File: config.mk
export PLATFORM = sky130hd
export DESIGN_NAME = time_loader
export DESIGN_NICKNAME = d
export VERILOG_FILES = /design/src/rtl/microwave_pkg.sv /design/src/rtl/digit_shift_reg.sv /design/src/rtl/time_loader.sv
export SDC_FILE = /design/constraint.sdc
export NUM_CORES = 1
export LEC_CHECK = 0
export BUFFER_PORTS_ARGS = -buffer_cell sky130_fd_sc_hd__buf_4
export CORE_AREA = 2 2 73 75
export DETAILED_ROUTE_END_ITERATION = 10
export DIE_AREA = 0 0 75 77
export PLACE_DENSITY = 0.57
export SYNTH_ARGS = -nofsm -noshare
export SYNTH_HDL_FRONTEND = slang
export SYNTH_HIERARCHICAL = 1
export SYNTH_SLANG_ARGS = --single-unit
File: constraint.sdc
create_clock -name clk -period 1.8 [get_ports clk]
set_input_delay 0.09 -clock clk [delete_from_list [all_inputs] [get_ports clk]]
set_output_delay 0.09 -clock clk [all_outputs]
set_load 0.02 [all_outputs]
File: src/rtl/microwave_pkg.sv
// Shared types and constants for the microwave keypad/timer front end.
package microwave_pkg;

  localparam int unsigned NUM_DIGITS = 4;
  localparam int unsigned DIGIT_W    = 4;
  localparam int unsigned BUF_W      = NUM_DIGITS * DIGIT_W;

  localparam logic [DIGIT_W-1:0] DIGIT_MAX    = DIGIT_W'(9);
  localparam logic [DIGIT_W-1:0] SEC_TENS_MAX = DIGIT_W'(5);

  typedef enum logic [2:0] {
    IDLE  = 3'd0,
    LOAD  = 3'd1,
    RUN   = 3'd2,
    PAUSE = 3'd3,
    DONE  = 3'd4
  } state_t;

  // MM:SS entry as four BCD digits, most significant first
  typedef struct packed {
    logic [DIGIT_W-1:0] min_tens;
    logic [DIGIT_W-1:0] min_units;
    logic [DIGIT_W-1:0] sec_tens;
    logic [DIGIT_W-1:0] sec_units;
  } mmss_t;

  // Limit the seconds-tens digit so the timer never sees more than 59 seconds
  function automatic logic [BUF_W-1:0] sec_clamp(input logic [BUF_W-1:0] value);
    mmss_t t;
    t = mmss_t'(value);
    if (t.sec_tens > SEC_TENS_MAX) begin
      t.sec_tens = SEC_TENS_MAX;
    end
    return BUF_W'(t);
  endfunction

endpackage

File: src/rtl/digit_shift_reg.sv
// Four-digit BCD entry buffer: shifts digits in from the right, clears, and
// optionally clamps the seconds-tens digit in place.
module digit_shift_reg
  import microwave_pkg::*;
(
  input  logic               clk,
  input  logic               clrn,
  input  logic               shift,
  input  logic [DIGIT_W-1:0] digit,
  input  logic               clear,
  input  logic               clamp,
  output logic [BUF_W-1:0]   buffer
);

  // Clear wins over clamp, clamp over shift; the controller never asserts two at once
  always_ff @(posedge clk or negedge clrn) begin
    if (!clrn) begin
      buffer <= '0;
    end else if (clear) begin
      buffer <= '0;
    end else if (clamp) begin
      buffer <= sec_clamp(buffer);
    end else if (shift) begin
      buffer <= {buffer[BUF_W-DIGIT_W-1:0], digit};
    end
  end

endmodule

File: src/rtl/time_loader.sv
// Keypad front end for the countdown timer: digit entry, load strobe, tick
// gating and pause/abort/done sequencing. Define SEC_CLAMP_EN to clamp the
// seconds-tens digit to 5 when the entry is loaded.
module time_loader
  import microwave_pkg::*;
(
  input  logic               clk,
  input  logic               clrn,
  input  logic               key_valid,
  input  logic [DIGIT_W-1:0] key_digit,
  input  logic               key_start,
  input  logic               key_clear,
  input  logic               door_closed,
  input  logic               sec_tick,
  input  logic               timer_zero,
  output logic [BUF_W-1:0]   load_data,
  output logic               loadn,
  output logic               timer_en,
  output logic [BUF_W-1:0]   display,
  output logic               busy,
  output logic               done
);

  state_t           state;
  state_t           next_state;
  logic             tick_seen;
  logic             buf_shift;
  logic             buf_clear;
  logic             buf_clamp;
  logic             to_load;
  logic             busy_next;
  logic             done_next;
  logic [BUF_W-1:0] load_value;

  digit_shift_reg u_entry (
    .clk    (clk),
    .clrn   (clrn),
    .shift  (buf_shift),
    .digit  (key_digit),
    .clear  (buf_clear),
    .clamp  (buf_clamp),
    .buffer (display)
  );

  // Only real counting ticks reach the timer, and never outside RUN
  assign timer_en = (state == RUN) & sec_tick & door_closed;

`ifdef SEC_CLAMP_EN
  assign buf_clamp  = to_load;
  assign load_value = sec_clamp(display);
`else
  assign buf_clamp  = 1'b0;
  assign load_value = display;
`endif

  always_ff @(posedge clk or negedge clrn) begin
    if (!clrn) begin
      state <= IDLE;
    end else begin
      state <= next_state;
    end
  end

  // Next state and entry-buffer controls; key_clear > key_start > key_valid
  always_comb begin
    next_state = state;
    buf_shift  = 1'b0;
    buf_clear  = 1'b0;
    to_load    = 1'b0;
    busy_next  = 1'b0;
    done_next  = 1'b0;
    case (state)
      IDLE: begin
        if (key_clear) begin
          buf_clear = 1'b1;
        end else if (key_start) begin
          if ((display != '0) && door_closed) begin
            next_state = LOAD;
            to_load    = 1'b1;
          end
        end else if (key_valid && (key_digit <= DIGIT_MAX)) begin
          buf_shift = 1'b1;
        end
      end
      LOAD: begin
        next_state = RUN;
      end
      RUN: begin
        if (key_clear) begin
          next_state = IDLE;
          buf_clear  = 1'b1;
        end else if (!door_closed) begin
          next_state = PAUSE;
        end else if (timer_zero && tick_seen) begin
          next_state = DONE;
        end
      end
      PAUSE: begin
        if (key_clear) begin
          next_state = IDLE;
          buf_clear  = 1'b1;
        end else if (key_start && door_closed) begin
          next_state = RUN;
        end
      end
      DONE: begin
        if (key_valid || key_start || key_clear) begin
          next_state = IDLE;
          buf_clear  = 1'b1;
        end
      end
      default: begin
        next_state = IDLE;
      end
    endcase
    busy_next = (next_state == LOAD) || (next_state == RUN) || (next_state == PAUSE);
    done_next = (next_state == DONE);
  end

  // Load strobe and data launch together so the timer sees them in the LOAD cycle
  always_ff @(posedge clk or negedge clrn) begin
    if (!clrn) begin
      loadn     <= 1'b1;
      load_data <= '0;
      busy      <= 1'b0;
      done      <= 1'b0;
    end else begin
      loadn <= ~to_load;
      busy  <= busy_next;
      done  <= done_next;
      if (to_load) begin
        load_data <= load_value;
      end
    end
  end

  // Zero from the timer means nothing until it has actually counted since the load
  always_ff @(posedge clk or negedge clrn) begin
    if (!clrn) begin
      tick_seen <= 1'b0;
    end else if (state == LOAD) begin
      tick_seen <= 1'b0;
    end else if (timer_en) begin
      tick_seen <= 1'b1;
    end
  end

endmodule

======== Yosys cells after proc, flatten, opt, wreduce, memory -nomap -nowiden ========
Index checks and enable logic that the tools add are counted.
Widths: inputs -> output; s select.
word-level totals
  output and inout port bits .............. 36
  bits in latches ......................... 0
  memory bits (read-only) ................. 0
  RAM bits ................................ 0
  memories kept ........................... 0
  input bits .............................. 12
  bits in registers ....................... 39
  logic and storage cells ................. 57
cells by class
  add/sub/neg operators ................... 0
  $mul .................................... 0
  bitwise operators ....................... 3
  magnitude comparators ................... 1
  eq/ne operators ......................... 8
  divide/modulo/power cells ............... 0
  reductions and logical operators ........ 13
  shift operators ......................... 0
  muxes and demuxes ....................... 25
operator list
  operator            count
  $mux 16             2
  $mux 3              9
  $reduce_bool 16->1  1
  $pmux 3 s5          1
  $eq 3x2->1 const B  4
  $mux 1              12
  $eq 3x1->1 const B  2
  $eq 3x3->1 const B  2
  $le 4x4->1 const B  1
  $logic_and 1x1->1   4
  $logic_or 1x1->1    4
  $reduce_bool 2->1   2
  $logic_not 3->1     1
  $reduce_or 3->1     1
  $and 1x1->1         2
  $pmux 1 s2          1
  $not 1->1           1

======== Logic depth before layout (Yosys ltp) ========
Gate-level depths: netlist of run 1.
  word-level depth ........................ 9
  gate-level depth with buffers ........... 7
  gate-level depth less buffers ........... 5

======== Hierarchy ========
The synthesis of run 1 kept the hierarchy.
by module, submodules not included
  module           times used  seq. area each (µm²)  area an instance (µm²)  cells each
  time_loader      1           576.8                 1016.0                  73
  digit_shift_reg  1           400.4                 690.7                   73

======== Worst setup path after synthesis of run 1 ========
OpenSTA, ideal clock, no wires.
  path type ............................... register to register
  from .................................... register u_entry.buffer[5]
  to ...................................... register load_data[0]
  arrival ................................. 1609 ps
  path slack .............................. 66 ps
  cell stages (with the launch flop) ...... 6
  period minus slack after synthesis ...... 1734 ps
  data required time ...................... 1675 ps
  buffers on the path ..................... 1
  setup time .............................. 125 ps
  path through ............................ dfrtp_1 > nor4_1 > nand4_1 > nand4_4 > buf_6 > mux2_4
between the ends
  word-level cells in the longest chain between the ends .. 6
RTL lines
  element                 RTL line               RTL
  from (decl)             digit_shift_reg.sv:12  output logic [BUF_W-1:0] buffer
  from (signal assigned)  digit_shift_reg.sv:22  buffer <= sec_clamp(buffer);
  from (signal assigned)  digit_shift_reg.sv:24  buffer <= {buffer[BUF_W-DIGIT_W-1:0], digit};
  $reduce_bool 16->1      time_loader.sv:77      if ((display != '0) && door_closed) begin
  $logic_and 1x1->1       time_loader.sv:77
  $mux 1                  time_loader.sv:77
  $mux 1                  time_loader.sv:76      end else if (key_start) begin
  $mux 1                  time_loader.sv:74      if (key_clear) begin
  $mux 1                  time_loader.sv:72      case (state)
  to (signal assigned)    time_loader.sv:132     load_data <= load_value;
  to (decl)               time_loader.sv:16      output logic [BUF_W-1:0] load_data,
No other way between the ends.
A chain may end at the register's enable or synchronous reset.

======== Worst setup path in the final report of run 1 ========
  from .................................... register u_entry.buffer[2]
  to ...................................... register load_data[15]
The elaborated chain is that of the path after synthesis.

==> results of run 1 <==
[state kept, by name, summed over array words and instances, names as in the netlist]
| register | flops |
|---|---|
| loadn | 1 |
| load_data | 16 |
| state | 3 |
| done | 1 |
| tick_seen | 1 |
| busy | 1 |
| u_entry/buffer | 16 |
[cells in the mapped netlist (2+ instances only)]
cell type	number	area, um2
nand2b_1	2	12.51
nand4_1	2	12.51
mux2_2	8	90.09
nor2_1	4	15.01
nand2_1	26	97.59
mux2i_1	2	20.02
mux2_4	8	120.1
o21ai_0	6	30.03
nor4_1	4	25.02
dfrtp_1	38	950.9
nor3_1	2	10.01
nand3_1	2	10.01
inv_1	2	7.510
buf_4	3	22.52
a211oi_1	3	22.52
nor2b_1	3	18.77
a21oi_1	15	75.07
[path summary, 6_finish.rpt]
check	slack, ns	to	depth (start not counted)
setup / recovery	0.08	load_data[15]	6
hold / removal	0.01	state[2]	2
setup reg to reg	0.08	load_data[15]	6
hold reg to reg	0.51	load_data[12]	1
max in group asynchronous	1.15	loadn	2
min in group asynchronous	0.28	load_data[4]	2
[metrics by stage]
step	setup WS, ns	cells	power [mW]
after detailed placement	-0.03377	290	1.712
after global placement	-0.02074	290	1.710
after global routing	0.006362	299	2.423
after floorplan	0.06563	152	1.394
final	0.07571	299	2.284
after CTS	0.01481	299	2.287
[critical path, delay by kind of cell (launching register included)]
kind | cells | cell delay, ns
buf+inv | 2 | 0.29
mux | 1 | 0.30
simple gates | 3 | 0.62
flops | 1 | 0.39
[what timing repair did]
action | 4_1_cts | 5_1_grt
gates cloned | 0 | 0
gates resized for setup | 1 | 13
pin swaps | 1 | 1
endpoints found under the hold margin | 38 | 0
endpoints found under the setup margin | 12 | 21
buffers inserted | 0 | 0
hold buffers | 1 | 0
[metal layers]
metal / share of wire / up-vias / GRT usage / wire length (um)
li1: - / 669 / - / -
met1: 0.44 / 685 / 0.2072 / 1857
met2: 0.50 / 30 / 0.2596 / 2107
met5: 0 / - / 0 / 0
met3: 0.042 / 5 / 0.04468 / 176
met4: 0.016 / 0 / 0.05893 / 66
[report_power, final]
part / switching (mW) / internal, mW / total [mW] / leakage, nW
Combinational: 0.362 / 0.335 / 0.696 / 0.717
Clock: 0.288 / 0.272 / 0.560 / 0.0422
Sequential: 0.0606 / 0.968 / 1.03 / 0.531
[layout make-up]
| type | instances | share of cell area |
|---|---|---|
| Clock buffer | 7 | 0.03048 |
| Clock inverter | 1 | 0.001999 |
| Inverter | 2 | 0.002999 |
| Multi-Input combinational cell | 105 | 0.3018 |
| Sequential cell | 39 | 0.3903 |
| Tap cell | 70 | 0.03498 |
| Timing Repair Buffer | 75 | 0.2374 |
[cell families after synthesis]
kind of cell,after synthesis,share of synthesized area
multiplexers,19,0.1415
AND/OR/NAND/NOR,51,0.1613
other,1,0.002197
flip-flops,39,0.5726
buffers and inverters,8,0.02859
AO/OA/AOI/OAI,28,0.09385
==> key figures, run 1 <==
Drt
  • Total number of vias: around 1400
  • DR vias/cell: between 4 and 5
  • TritonRoute pass-1 iters: 4
  • DR DRC count: 0
  • Post-DR wirelength/cell: 14.07 um
  • Detailed Route WL: 4207 um
  • Post-route ant nets: 0
  • DR iter-0 viols: 40

Global route
  • Total track usage: 0.1626
  • GRT overflow: 0
  • Largest net degree at the start of global routing: 40
  • Initial antenna violation count: 0
  • First-pass GRT wire length: roughly 7000 um
  • Vias in the first global route: around 1400

Placement
  • Port Buf Inserts: 47
  • GPL Wtd Cong: 0.8350
  • HPWL after DPL: 3073 um
  • Post-DP Area: roughly 2400 um2

Worst hold path
  • Worst Hold Launch: key_clear
  • HP Class: in -> reg

Final layout
  • Share of cells above drive strength 1: 0.4541
  • Area occupied by registers: 977.2 um2
  • Most frequent cells in the layout: 71 x buf_4, 38 x dfrtp_1, 26 x nand2_1, 16 x mux2_4, 15 x a21oi_1
  • Design area: approximately 2500 um2
  • Final core occ: 0.5030
  • Commonest non-fill, non-tap cell in the layout: buf_4
  • Ant diodes: 0
  • Fill count: between 400 and 500
  • Area of the multi-input gates: 755.7 um2
  • Final net count: 240
  • Area grow syn2layout: 46.70%

Setup path
  • Crit start category: register
  • Crit-path max FO: 7
  • Critical path's slowest cell: dfrtp_1
  • Setup CP Type: reg -> reg
  • Start of the worst register-to-register path: u_entry/buffer[2]
  • Crit path arrival time: 1.90 ns
  • Slowest stage delay, CP: 0.39 ns
  • Crit path capture type: register
  • CP Cell Sequence: nor4_2, buf_4, nand4_1, nand4_4, buf_12, mux2_4
  • Setup crit start: u_entry/buffer[2]
  • Req. time, crit path: 1.98 ns

CTS
  • TritonCTS Buffers: 5
  • Reg clk slew, reported paths: around 0.07 ns
  • CTS tree: built
  • Clock sinks: 39
  • H-tree level count: 2
  • Clk root buf: clkbuf_8
  • Clock latency on the worst-skew pair: 0.29 ns
  • Clock Path Buffers: 2

Floorplanning
  • Area of the core: about 5000 um2
  • Full die area: 5775 um2
  • IO Count: 48
  • Initial Util: 0.3429
  • Rows: 26
  • Die H: between 70 and 80 um
  • Chip width: between 70 and 80 um

Synth
  • Synth warn: 6
  • Cell area after synthesis: 1707 um2
  • Post-synth EDFFs: 0
  • Flop and latch count out of synthesis: 39
  • Mapped Cells: around 150
  • Sequential share of the synthesized area: 0.5726
  • Count of cell types in the netlist: 33
  • Avg Inst Size Synth: roughly 12 um2
  • Post-synth ARST share: 1.000
  • Dominant synthesized flop cell: dfrtp_1

Timing
  • Skew final: 0.004527 ns
  • RSZ-0062 raised after global routing: no
  • Final slew viol count: 0
  • Fin crit period: about 1.7 ns
  • Endpoints failing hold: 0
  • Worst hold slack: ~0.013 ns
  • Setup total negative slack: 0 ns
  • Fin crit share: 0.9579
  • Highest clock rate: around 580 MHz
  • Final setup vio count: 0

Power and ir drop
  • VDD IR max: 466.1 uV
  • Pwr Density: just over 900 nW/um2
  • Cell leakage power: ~1.3 nW

Run status
  • Status: complete, no violations

Run
  • Max-Cap Viols: 0
Power figures use the tool's default switching activity.
==> run 2, diff against run 1 <==
--- a/config.mk
+++ b/config.mk
@@ -9,7 +9,7 @@
 export CORE_AREA = 2 2 73 75
 export DETAILED_ROUTE_END_ITERATION = 10
 export DIE_AREA = 0 0 75 77
-export PLACE_DENSITY = 0.57
+export PLACE_DENSITY = 0.55
 export SYNTH_ARGS = -nofsm -noshare
 export SYNTH_HDL_FRONTEND = slang
 export SYNTH_HIERARCHICAL = 1
==> constraint.sdc (replaced) <==
create_clock -name clk -period 2.2 [get_ports clk]
set_input_delay 0.11 -clock clk [delete_from_list [all_inputs] [get_ports clk]]
set_output_delay 0.11 -clock clk [all_outputs]
set_load 0.02 [all_outputs]
==> run 2 against run 1 <==
Net effect: final area is 11% lower; clock power is 12% lower; highest routed layer unchanged; critical endpoint is now u_entry/buffer[14]; clock-buffer cell count stayed put; worst hold slack improved by 0.028 ns.
==> key figures, run 2 (synthesis gave the netlist of run 1 again) <==
Power and ir drop
  • Combinational fraction of design power: 0.245 (was 0.305)
  • Internal power: 1.236 mW (was 1.574 mW)
  • VDD IR max: 309.0 uV (was 466.1 uV)
  • Sw frac: 0.3136 (was 0.3110)
  • Sequential fraction of design power: 0.482 (was 0.450)
  • Clk pwr share: 0.272 (was 0.245)
  • Sw power: 0.5648 mW (was 0.7104 mW)
  • Pwr Density: 804.7 nW/um2 (was 912.4 nW/um2)
  • Cell leakage power: 1.112 nW (was 1.290 nW)

Floorplanning
  • Initial Util: 0.3429 (unchanged)
  • Die H: 77 um (unchanged)
  • Rows: 26 (unchanged)
  • Full die area: 5775 um2 (unchanged)
  • Area of the core: 4977 um2 (unchanged)
  • IO Count: 48 (unchanged)
  • Chip width: 75 um (unchanged)

Timing
  • Setup slack after layout: 0.1727 ns (was 0.07571 ns)
  • RSZ-0062 raised after global routing: no (unchanged)
  • Highest clock rate: 493.3 MHz (was 579.9 MHz)
  • Worst hold slack: 0.04062 ns (was 0.01292 ns)
  • Skew final: 0.006066 ns (was 0.004527 ns)
  • Fin crit period: 2.027 ns (was 1.724 ns)
  • Fin crit share: 0.9215 (was 0.9579)
  • Final setup vio count: 0 (unchanged)
  • Setup total negative slack: 0 ns (unchanged)
  • Final slew viol count: 0 (unchanged)
  • Endpoints failing hold: 0 (unchanged)

Setup path
  • Crit path max-delay family: simple AND/OR/NAND/NOR gates (unchanged)
  • Reg2Reg Setup Slack: 0.17 ns (was 0.08 ns)
  • Setup CP Type: reg -> reg (unchanged)
  • Start of the worst register-to-register path: state[0] (was u_entry/buffer[2])
  • Path depth of the worst reg2reg path: 5 (was 6)
  • Req. time, crit path: 2.37 ns (was 1.98 ns)
  • Crit path capture type: register (unchanged)
  • Crit path arrival time: 2.20 ns (was 1.90 ns)
  • Crit-path max FO: 12 (was 7)
  • Worst Path Buf+Inv: 0 (was 2)
  • Slowest stage delay, CP: 0.46 ns (was 0.39 ns)
  • Critical path's slowest cell: dfrtp_1 (unchanged)
  • Crit start category: register (unchanged)
  • CP Cell Sequence: nor4_4, and4b_1, nand2b_1, nand2_1, a21oi_1 (was nor4_2, buf_4, nand4_1, nand4_4, buf_12, mux2_4)
  • R2r endpoint: u_entry/buffer[14] (was load_data[15])

CTS
  • Clock sinks: 39 (unchanged)
  • TritonCTS Buffers: 5 (unchanged)
  • Clk root buf: clkbuf_8 (unchanged)
  • Clock Path Buffers: 2 (unchanged)
  • H-tree level count: 2 (unchanged)
  • Post-CTS Setup Bufs: 0 (unchanged)
  • CTS tree: built (unchanged)
  • Clock latency on the worst-skew pair: 0.29 ns (about the same)
  • Reg clk slew, reported paths: 0.07 ns (about the same)

Global route
  • First-pass GRT wire length: 6575 um (was 7003 um)
  • Initial antenna violation count: 0 (unchanged)
  • Vias in the first global route: 1289 (was 1393)
  • Total track usage: 0.1498 (was 0.1626)
  • GRT overflow: 0 (unchanged)
  • Largest net degree at the start of global routing: 40 (unchanged)

Worst hold path
  • HP Class: in -> reg (unchanged)
  • Worst Hold Launch: key_clear (unchanged)
  • Hold Path End: state[2] (unchanged)
  • WHS Path Cells: 2 (unchanged)

Run
  • Max-Cap Viols: 0 (unchanged)

Drt
  • Post-DR wirelength/cell: 14.56 um (was 14.07 um)
  • DR DRC count: 0 (unchanged)
  • Post-route ant nets: 0 (unchanged)
  • DR vias/cell: 4.780 (was 4.645)
  • DR iter-0 viols: 79 (was 40)
  • Detailed Route WL: 3974 um (was 4207 um)
  • TritonRoute pass-1 iters: 4 (unchanged)
  • Total number of vias: 1305 (was 1389)

Final layout
  • Ant diodes: 0 (unchanged)
  • Final core occ: 0.4497 (was 0.5030)
  • Share of cells above drive strength 1: 0.3695 (was 0.4541)
  • Top Registers: load_data: 16 flops, u_entry/buffer: 16 flops, state: 3 flops (unchanged)
  • Final net count: 214 (was 240)
  • Commonest non-fill, non-tap cell in the layout: buf_4 (unchanged)
  • Most frequent cells in the layout: 48 x buf_4, 38 x dfrtp_1, 26 x nand2_1, 15 x a21oi_1 (was 71 x buf_4, 38 x dfrtp_1, 26 x nand2_1, 16 x mux2_4, 15 x a21oi_1)
  • Area grow syn2layout: 31.16% (was 46.70%)

Run status
  • Status: complete, no violations (unchanged)

Placement
  • GPL Wtd Cong: 0.7956 (was 0.8350)
  • HPWL after DPL: 2856 um (was 3073 um)
  • Dpl ws: 0.1290 ns (was -0.03377 ns)
  • Port Buf Inserts: 47 (unchanged)
==> run 2: cell count changes in the layout (fill, tap and decap cells not counted), moves of 2 or more <==
cell / before / now
buf_4: 71 / 48
buf_12: 2 / 0
mux2_2: 0 / 8
nor4_1: 1 / 4
mux2_4: 16 / 8
nor4_2: 3 / 0
==> run 2: worst register-to-register path, delay by kind of cell, from the launching register on <==
kind / cells / cell delay, ns
flip-flops: 1 / 0.46
AO/OA/AOI/OAI: 1 / 0.08
AND/OR/NAND/NOR: 4 / 1.37
==> run 2: repair_timing <==
item | CTS | global route
endpoints found under the setup margin | 0 | 6
endpoints found under the hold margin | 38 | 0
gates resized for setup | 0 | 1
hold buffers | 1 | 0
==> run 2: metal layers <==
layer / wire [um] / share of wire / track usage / vias up
met3: 270 / 0.068 / 0.05125 / 6
met1: 1757 / 0.44 / 0.2040 / 637
met4: 48 / 0.012 / 0.04286 / 0
met5: 0 / 0 / 0 / -
met2: 1898 / 0.48 / 0.2246 / 42
li1: - / - / - / 620
==> run 2: power by group through the flow <==
stage	Sequential, mW	Clock [mW]	Combinational [mW]
after detailed placement	0.882	0	0.445
final	0.869	0.490	0.442
after floorplan	0.933	0	0.208
after global routing	0.881	0.540	0.479
after CTS	0.869	0.504	0.446
after global placement	0.879	0	0.434
==> run 2: worst max path at each step <==
stage / startpoint / slack, ns / to / cells past startpoint
finish: state[0] / 0.17 / u_entry/buffer[14] / 5
detailed placement: state[0] / 0.13 / u_entry/buffer[13] / 5
global placement: state[0] / 0.21 / u_entry/buffer[10] / 5
global route: state[0] / 0.009 / u_entry/buffer[2] / 5
floorplan: u_entry/buffer[5] / 0.47 / load_data[0] / 5
CTS: state[0] / 0.09 / u_entry/buffer[13] / 5
==> run 2: stage by stage <==
step / area, um2 / instances / power [mW]
6_report: 2238 / 273 / 1.801
5_1_grt: 2238 / 273 / 1.900
4_1_cts: 2237 / 273 / 1.820
3_5_place_dp: 2136 / 264 / 1.328
3_3_place_gp: 2136 / 264 / 1.313
2_1_floorplan: 1729 / 152 / 1.140
==> run 2: cell type report <==
| cell class | instances | area (um2) |
|---|---|---|
| clock buffers | 7 | 86.33 |
| clock inverters | 1 | 5.005 |
| fillers | 493 | 2739 |
| inverters | 2 | 7.507 |
| multi-input cells | 105 | 704.4 |
| flip-flops and latches | 39 | 977.2 |
| well taps | 70 | 87.58 |
| repair buffers | 49 | 370.4 |
==> run 3, diff against run 2 <==
--- a/config.mk
+++ b/config.mk
@@ -9,6 +9,7 @@
 export CORE_AREA = 2 2 73 75
 export DETAILED_ROUTE_END_ITERATION = 10
 export DIE_AREA = 0 0 75 77
+export MAX_ROUTING_LAYER = met4
 export PLACE_DENSITY = 0.55
 export SYNTH_ARGS = -nofsm -noshare
 export SYNTH_HDL_FRONTEND = slang
==> run 3 against run 2 <==
Net effect: sequential share of layout area unchanged; clock skew about the same; critical path depth unchanged; combinational power about the same; first-iteration DRC count down 1.3%; worst setup slack better by 0.015 ns; utilization unchanged; sequential power about the same; sequential cell count unchanged; global-route usage up 0.43 points; register-to-register slack better by 0.02 ns; cell count unchanged; highest routed layer unchanged.
==> key figures, run 3 (synthesis gave the netlist of run 1 again) <==
Timing
  • Fin crit share: 0.9145 (was 0.9215)
  • Worst hold slack: 0.04045 ns (was 0.04062 ns)
  • RSZ-0062 raised after global routing: no (unchanged)
  • Fin crit period: 2.012 ns (was 2.027 ns)
  • Highest clock rate: 497.1 MHz (was 493.3 MHz)
  • Setup total negative slack: 0 ns (unchanged)
  • Setup slack after layout: 0.1881 ns (was 0.1727 ns)
  • Skew final: 0.005684 ns (was 0.006066 ns)
  • Final setup vio count: 0 (unchanged)
  • Endpoints failing hold: 0 (unchanged)
  • Final slew viol count: 0 (unchanged)

Run status
  • Status: complete, no violations (unchanged)

CTS
  • H-tree level count: 2 (unchanged)
  • Clock Path Buffers: 2 (unchanged)
  • Clk root buf: clkbuf_8 (unchanged)
  • Clock latency on the worst-skew pair: 0.29 ns (about the same)
  • Clock sinks: 39 (unchanged)
  • CTS tree: built (unchanged)
  • Reg clk slew, reported paths: 0.07 ns (about the same)
  • TritonCTS Buffers: 5 (unchanged)

Power and ir drop
  • VDD IR max: 308.9 uV (was 309.0 uV)
  • Cell leakage power: 1.112 nW (unchanged)
  • Pwr Density: 804.3 nW/um2 (was 804.7 nW/um2)
  • Total Power: 1.800 mW (was 1.801 mW)

Global route
  • Met3 Use GR: 0.04993 (was 0.05125)
  • Met2 Use GR: 0.2237 (was 0.2246)
  • Busiest grt layer: met2 (unchanged)
  • GRT overflow: 0 (unchanged)
  • Vias in the first global route: 1286 (was 1289)
  • Total track usage: 0.1542 (was 0.1498)
  • Met1 GRT Util: 0.2065 (was 0.2040)
  • Largest net degree at the start of global routing: 40 (unchanged)
  • First-pass GRT wire length: 6575 um (unchanged)
  • Initial antenna violation count: 0 (unchanged)

Placement
  • GPL Wtd Cong: 0.8069 (was 0.7956)
  • Port Buf Inserts: 47 (unchanged)
  • Placed cell count: 264 (unchanged)
  • Dpl ws: 0.1290 ns (unchanged)
  • HPWL after DPL: 2856 um (unchanged)

Setup path
  • Crit path capture type: register (unchanged)
  • Crit path arrival time: 2.18 ns (was 2.20 ns)
  • Setup CP Type: reg -> reg (unchanged)
  • Crit start category: register (unchanged)
  • Crit-path max FO: 12 (unchanged)
  • Req. time, crit path: 2.37 ns (about the same)

Floorplanning
  • Rows: 26 (unchanged)
  • Chip width: 75 um (unchanged)
  • Area of the core: 4977 um2 (unchanged)
  • Initial Util: 0.3429 (unchanged)
  • IO Count: 48 (unchanged)
  • Full die area: 5775 um2 (unchanged)
  • Die H: 77 um (unchanged)

Final layout
  • Commonest non-fill, non-tap cell in the layout: buf_4 (unchanged)
  • Ant diodes: 0 (unchanged)
  • Final net count: 214 (unchanged)
  • Post-Layout Cell Count: 273 (unchanged)
  • Area grow syn2layout: 31.16% (unchanged)
  • Share of cells above drive strength 1: 0.3695 (unchanged)
  • Top Registers: load_data: 16 flops, u_entry/buffer: 16 flops, state: 3 flops (unchanged)
  • Most frequent cells in the layout: 48 x buf_4, 38 x dfrtp_1, 26 x nand2_1, 15 x a21oi_1 (unchanged)

Drt
  • DR vias/cell: 4.777 (was 4.780)
  • Detailed Route WL: 3949 um (was 3974 um)
  • Post-DR wirelength/cell: 14.47 um (was 14.56 um)
  • TritonRoute pass-1 iters: 4 (unchanged)
  • Post-route ant nets: 0 (unchanged)
  • Total number of vias: 1304 (was 1305)
  • DR DRC count: 0 (unchanged)
  • DR iter-0 viols: 78 (was 79)

Run
  • Max-Cap Viols: 0 (unchanged)

Worst hold path
  • HP Class: in -> reg (unchanged)
-- run 3: report_power, final --
group / total, mW / internal (mW) / switching, mW
Clock: 0.490 / 0.253 / 0.237
Sequential: 0.869 / 0.791 / 0.0781
Combinational: 0.441 / 0.192 / 0.249
-- run 3: path summary, 6_finish.rpt --
check                                    from            endpoint  slack (ns)  cells past startpoint
worst max-delay path                 state[0]  u_entry/buffer[13]        0.19                      5
worst min-delay path                key_clear            state[2]        0.04                      2
worst max register to register       state[0]  u_entry/buffer[13]        0.19                      5
worst min register to register  load_data[15]       load_data[15]        0.52                      1
max in group asynchronous                clrn               loadn        1.52                      2
min in group asynchronous                clrn        load_data[4]        0.32                      2
-- run 3: routing by layer --
metal	part of all wire	up-vias
met5	0	-
met3	0.069	6
li1	-	619
met2	0.49	41
met4	0.012	0
met1	0.43	638
-- run 3: final cells by class --
cell class / count / area (um2)
fillers: 493 / 2739
flip-flops and latches: 39 / 977.2
multi-input cells: 105 / 704.4
repair buffers: 49 / 370.4
well taps: 70 / 87.58
clock buffers: 7 / 86.33
inverters: 2 / 7.507
clock inverters: 1 / 5.005
-- run 3: repair_timing --
item                                    4_1_cts  5_1_grt
hold buffers                                  1        0
setup buffers                                 0        0
endpoints found under the setup margin        0        6
hold endpoints to repair                     38        0
resized for setup                             0        1
-- run 3: worst max-delay path, cell delays in order, from the launching register on --
cell and delay [ns]:
dfrtp_1 0.46, nor4_4 0.40, and4b_1 0.46, nand2b_1 0.34, nand2_1 0.16, a21oi_1 0.08
-- run 3: per-stage QoR --
stage	instance area, um2	util
floorplan	1729	-
global placement	2136	0.4291
detailed placement	2136	0.4291
CTS	2237	0.4495
global route	2238	0.4497
finish	2238	0.4497
